## src/rtl/fetch_pkg.sv

```systemverilog
`default_nettype none
// ============================================================================
// Module   : fetch_pkg
// Brief    : Shared types and defaults for the instruction-fetch sequencer.
// Revision : 1.0 - initial release
// ============================================================================
package fetch_pkg;

  // Address and instruction words are both 32 bits wide.
  typedef logic [31:0] addr_t;
  typedef logic [31:0] inst_t;

  // Default PC after reset and default sequential increment in bytes.
  localparam addr_t RESET_PC_DEF = 32'h0000_0000;
  localparam addr_t PC_STEP_DEF  = 32'd4;

  // Fetch FSM: REQ may issue a request, WAIT holds one fetch in flight.
  typedef enum logic [0:0] {
    ST_REQ  = 1'b0,
    ST_WAIT = 1'b1
  } state_e;

endpackage : fetch_pkg
`default_nettype wire

```

## src/rtl/fetch_out_buffer.sv

```systemverilog
`default_nettype none
// ============================================================================
// Module   : fetch_out_buffer
// Brief    : One-entry valid/ready holding register between fetch and decode.
//            A flush wins over both a load and a pop in the same cycle.
// Revision : 1.0 - initial release
// ============================================================================
module fetch_out_buffer
  import fetch_pkg::*;
(
  input  logic  clk,
  input  logic  rst_n,
  input  logic  load_i,
  input  logic  pop_i,
  input  logic  flush_i,
  input  addr_t pc_i,
  input  inst_t data_i,
  output logic  valid_o,
  output addr_t pc_o,
  output inst_t data_o
);

  logic  valid_q;
  addr_t pc_q;
  inst_t data_q;

  // Holding register: flush drops the entry, load captures, pop releases.
  always_ff @(posedge clk or negedge rst_n) begin
    if (!rst_n) begin
      valid_q <= 1'b0;
      pc_q    <= '0;
      data_q  <= '0;
    end else if (flush_i) begin
      valid_q <= 1'b0;
    end else if (load_i) begin
      valid_q <= 1'b1;
      pc_q    <= pc_i;
      data_q  <= data_i;
    end else if (pop_i) begin
      valid_q <= 1'b0;
    end
  end

  assign valid_o = valid_q;
  assign pc_o    = pc_q;
  assign data_o  = data_q;

endmodule : fetch_out_buffer
`default_nettype wire

```

## src/rtl/fetch_sequencer.sv

```systemverilog
`default_nettype none
// ============================================================================
// Module   : fetch_sequencer
// Brief    : Owns the PC, keeps at most one instruction fetch in flight,
//            applies redirects ahead of sequential fetch and drops any
//            response that a redirect has made stale.
// Revision : 1.0 - initial release
// ============================================================================
module fetch_sequencer
  import fetch_pkg::*;
#(
  parameter addr_t RESET_PC = RESET_PC_DEF,
  parameter addr_t PC_STEP  = PC_STEP_DEF
) (
  input  logic  clk,
  input  logic  rst_n,
  input  logic  halt,
  input  logic  redirect_valid,
  input  addr_t redirect_pc,
  output logic  imem_req,
  output addr_t imem_addr,
  input  logic  imem_gnt,
  input  logic  imem_rvalid,
  input  inst_t imem_rdata,
  output logic  inst_valid,
  output addr_t inst_pc,
  output inst_t inst_data,
  input  logic  inst_ready
);

  state_e state_q, state_d;
  addr_t  pc_q, pc_d;
  addr_t  fetch_pc_q, fetch_pc_d;
  logic   kill_q, kill_d;

  logic   buf_free;
  logic   buf_load;
  logic   buf_pop;

  // A request may only go out when the single output slot is (or is about
  // to be) empty, so a returning response always has somewhere to land.
  // rst_n gates the request so memory never sees it during reset.
  assign buf_free  = !inst_valid || inst_ready;
  assign imem_req  = rst_n && (state_q == ST_REQ) && buf_free && !halt && !redirect_valid;
  assign imem_addr = pc_q;
  assign buf_pop   = inst_valid && inst_ready;

  // Next-state logic for the FSM, PC, in-flight PC and kill flag.
  always_comb begin
    state_d    = state_q;
    pc_d       = pc_q;
    fetch_pc_d = fetch_pc_q;
    kill_d     = kill_q;
    buf_load   = 1'b0;
    case (state_q)
      ST_REQ: begin
        if (redirect_valid) begin
          pc_d = redirect_pc;
        end else if (imem_req && imem_gnt) begin
          fetch_pc_d = pc_q;
          pc_d       = pc_q + PC_STEP;
          state_d    = ST_WAIT;
        end
      end
      ST_WAIT: begin
        if (imem_rvalid) begin
          // A redirect arriving with the data still makes that data stale.
          if (kill_q || redirect_valid) begin
            kill_d = 1'b0;
            if (redirect_valid) begin
              pc_d = redirect_pc;
            end
          end else begin
            buf_load = 1'b1;
          end
          state_d = ST_REQ;
        end else if (redirect_valid) begin
          kill_d = 1'b1;
          pc_d   = redirect_pc;
        end
      end
      default: begin
        state_d = ST_REQ;
      end
    endcase
  end

  // FSM and PC state registers; reset abandons any outstanding fetch.
  always_ff @(posedge clk or negedge rst_n) begin
    if (!rst_n) begin
      state_q    <= ST_REQ;
      pc_q       <= RESET_PC;
      fetch_pc_q <= RESET_PC;
      kill_q     <= 1'b0;
    end else begin
      state_q    <= state_d;
      pc_q       <= pc_d;
      fetch_pc_q <= fetch_pc_d;
      kill_q     <= kill_d;
    end
  end

  fetch_out_buffer u_out_buffer (
    .clk     (clk),
    .rst_n   (rst_n),
    .load_i  (buf_load),
    .pop_i   (buf_pop),
    .flush_i (redirect_valid),
    .pc_i    (fetch_pc_q),
    .data_i  (imem_rdata),
    .valid_o (inst_valid),
    .pc_o    (inst_pc),
    .data_o  (inst_data)
  );

endmodule : fetch_sequencer
`default_nettype wire
```

## config.mk

```make
export PLATFORM = sky130hd
export DESIGN_NAME = fetch_sequencer
export DESIGN_NICKNAME = d
export VERILOG_FILES = /design/src/rtl/fetch_pkg.sv /design/src/rtl/fetch_out_buffer.sv /design/src/rtl/fetch_sequencer.sv
export SDC_FILE = /design/constraint.sdc
export NUM_CORES = 1
export LEC_CHECK = 0
export ABC_AREA = 1
export BUFFER_PORTS_ARGS = -buffer_cell sky130_fd_sc_hd__buf_4
export CAP_MARGIN = 10
export CORE_MARGIN = 2
export CORE_UTILIZATION = 48
export DETAILED_ROUTE_END_ITERATION = 16
export PLACE_DENSITY = 0.85
export REMOVE_ABC_BUFFERS = 1
export SETUP_SLACK_MARGIN = 0.15
export SLEW_MARGIN = 20
export SYNTH_ARGS = -nofsm -noshare
export SYNTH_HDL_FRONTEND = slang
export SYNTH_SLANG_ARGS = --single-unit
export TNS_END_PERCENT = 10
```

## constraint.sdc

```tcl
create_clock -name clk -period 1.4 [get_ports clk]
set_input_delay 0 -clock clk [delete_from_list [all_inputs] [get_ports clk]]
set_output_delay 0 -clock clk [all_outputs]
set_load 0.02 [all_outputs]
```

==> metrics <==
status=finished with violations; failing checks=hold timing, setup timing; IO Pins=169; worst hold start=inst_ready; Slew Limit Fails=0; FF-to-FF path depth=7; hold_ws=-33.8 ps; Non-Filler Instances=1165; Antenna Cells=0; Initial DRT Pass Iterations=5; Die X=119 µm; initial core utilization=0.495; Mapped Area=6300 µm²; DRT antenna net count=0; PnR Total Power=0.0186 W; HP Class=primary input to register; CTS Root Cell=clkbuf_16; Worst R2R Start=imem_addr[2]; min Tclk post-route=1550 ps; number of remaining DRC errors=0; hold depth=4; Final Net Count=1054; RSZ-0062 raised after global routing=true; register area=3280 µm²; DR iter-0 viols=514; clock slew at reported path FFs=60 ps; # fillers=773; pre-CTS WS=-121 ps; final WL=20600 µm; total CTS buffers=17; footprint of the multi-input gates=3020 µm²; slowest stage delay, CP=400 ps; Leakage=5.06 nW; Syn Inst Count=667; Worst Skew=8.17 ps; power per cell area=1860 nW/µm²; register area share after synthesis=0.520; Hold Path Sink=u_out_buffer.valid_o; Worst Path Buf+Inv=2; crit-path cells=buf_4 > inv_1 > nor2_4 > nand3_2 > nor2_4 > nand3_1 > and3_1; fmax=646 MHz; post-route clock period utilization=1.11; Reg2Reg Setup Slack=-150 ps; CP Class=register to register; share of layout cells above drive strength 1=0.432; global route overflow=0; Hold-fix buffers, CTS=66; crit-path most repeated cell=nor2_4; routed vias/inst=5.27; core footprint=12700 µm²; number of global-route vias before repair=6077; unique cell type count in the Yosys netlist=34; Die Y=119 µm; clock sinks=131; CTS tree=built; warnings from Yosys=0; initial antenna violation count=0; CP Capture Type=register; Top delay family on crit path=simple AND/OR/NAND/NOR gates; Tot GR Track Use=0.289; setup ws final=-147 ps; slew margin rel.=0.542; Peak supply drop=1030 µV; die area=14100 µm²; crit start category=register; Post-Place Cells=1051; global-route wire length before repair=31600 µm; WP data arrival=1850 ps; Seq cells post-synth=131; WL/cell=17.7 µm; IO Port Bufs=168; critical path fanouts, max=5; RR Endpoint=imem_addr[11]; GPL Wtd Cong=0.932; Area Overhead vs Synth=58.1%; Sum Neg Setup Slack=-2540 ps; Synth Area per Inst=9.44 µm²; worst-margin pin slew=687 ps; Skew-Pair Late Insertion Delay=420 ps; clk buf depth=2; num rows=41; Slowest cell on crit path=dfrtp_1; H-Tree Depth=4; DPL Wire Length=12400 µm; Vias=6144; largest net degree at the start of global routing=132; max cap viols=0; final setup fails=58; final hold viol count=1; Data required, critical path=1710 ps
## Yosys cell counts, drive strengths merged
| master | n | area, µm² |
|---|---|---|
| nand2 | 182 | 691 |
| dfrtp | 131 | 3280 |
| nor2 | 98 | 442 |
| mux2 | 63 | 848 |
| o21ai | 49 | 245 |
| inv | 46 | 173 |
| nand3 | 35 | 188 |
| buf | 15 | 130 |
| clkbuf | 11 | 41.3 |
| nand4 | 8 | 65.1 |
| a21oi | 5 | 25.0 |
| nor3 | 4 | 25.0 |
| o22ai | 4 | 31.3 |
| or2 | 4 | 25.0 |
| a22oi | 3 | 22.5 |
| a31oi | 2 | 12.5 |
| o211ai | 2 | 15.0 |
| and3 | 1 | 6.26 |
| ha | 1 | 12.5 |
| nand3b | 1 | 7.51 |
| o21a | 1 | 7.51 |
| xor2 | 1 | 8.76 |
## final cells by class
class | count | share of cell area
inverters | 46 | 0.0176
multi-input cells | 467 | 0.303
clock buffers | 25 | 0.0497
clock inverters | 5 | 0.00754
flip-flops and latches | 131 | 0.330
repair buffers | 319 | 0.271
well taps | 172 | 0.0216
## per-layer routing
| metal | wire length (µm) | GRT usage | vias to the layer above |
|---|---|---|---|
| li1 | - | - | 2797 |
| met1 | 8140 | 0.357 | 2949 |
| met2 | 10300 | 0.495 | 327 |
| met3 | 1470 | 0.0681 | 71 |
| met4 | 712 | 0.0960 | 0 |
| met5 | 0 | 0 | - |
## where the power goes
group          switching (W)  internal (W)
Clock                0.00157       0.00278
Sequential           0.00110       0.00534
Combinational        0.00389       0.00388
## state kept, by name, summed over array words and instances (netlist names)
name,flops
state_q,1
kill_q,1
fetch_pc_q,32
u_out_buffer.pc_o,32
u_out_buffer.valid_o,1
u_out_buffer.data_o,32
imem_addr,32
## stage by stage
step	cell area [µm²]	utilization
2_1_floorplan	6130	-
3_3_place_gp	8190	0.644
3_5_place_dp	8190	0.644
4_1_cts	9610	0.755
5_1_grt	9960	0.783
6_report	9960	0.783
## layout by cell type, fill, tap and decap left out, types with 2 or more instances in the layout
master,n
or2_2,4
clkinv_2,3
o21ai_1,12
o22ai_1,3
buf_12,6
o21ai_0,35
buf_6,17
nand4_1,7
clkbuf_1,4
inv_1,42
mux2_4,51
nand2_2,16
clkbuf_16,17
nor2_8,3
mux2_2,12
bufinv_16,2
nand2_4,6
a31oi_1,2
nor3_1,3
nor2_4,13
nor2_1,60
dfrtp_1,128
nand3_1,31
nand3_4,3
nor2_2,25
o211ai_1,2
a22oi_2,2
buf_4,230
dfrtp_2,3
nand2_1,160
clkbuf_8,4
dlygate4sd3_1,66
o21ai_2,2
a21oi_1,4
inv_2,3
## kinds of logic (layout without fill, tap and decap cells)
family / Yosys count / after routing / share of synthesized area
simple gates: 333 / 336 / 0.230
buf+inv: 72 / 395 / 0.0546
mux: 63 / 63 / 0.135
xor+xnor: 1 / 1 / 0.00139
fa+ha+maj: 1 / 1 / 0.00199
compound gates: 66 / 66 / 0.0570
flops: 131 / 131 / 0.520
## worst max path at each step
stage                       startpoint       endpoint  slack (ps)  depth (start not counted)
final                     imem_addr[2]  imem_addr[11]        -150                          7
after CTS                      state_q       imem_req        -110                          5
after global routing      imem_addr[2]  imem_addr[19]        -230                          8
after floorplan                state_q  imem_addr[11]        -830                          5
after global placement    imem_addr[2]  imem_addr[26]         -50                         10
after detailed placement  imem_addr[2]   imem_addr[8]        -120                          9
## worst min-delay path: cells and delay by family
family                 cells  cell delay, ps
buffers and inverters      2             120
AOI/OAI and AO/OA          1             100
and+or+nand+nor            1             120
## what timing repair did
item                                    4_1_cts  5_1_grt
gates resized for setup                      41       81
setup buffers                                 5       10
cloned                                        1        2
endpoints found under the hold margin       198        1
endpoints found under the setup margin      126      126
pin swaps                                    17       23
Note: power is estimated with default switching activity, not from simulation.
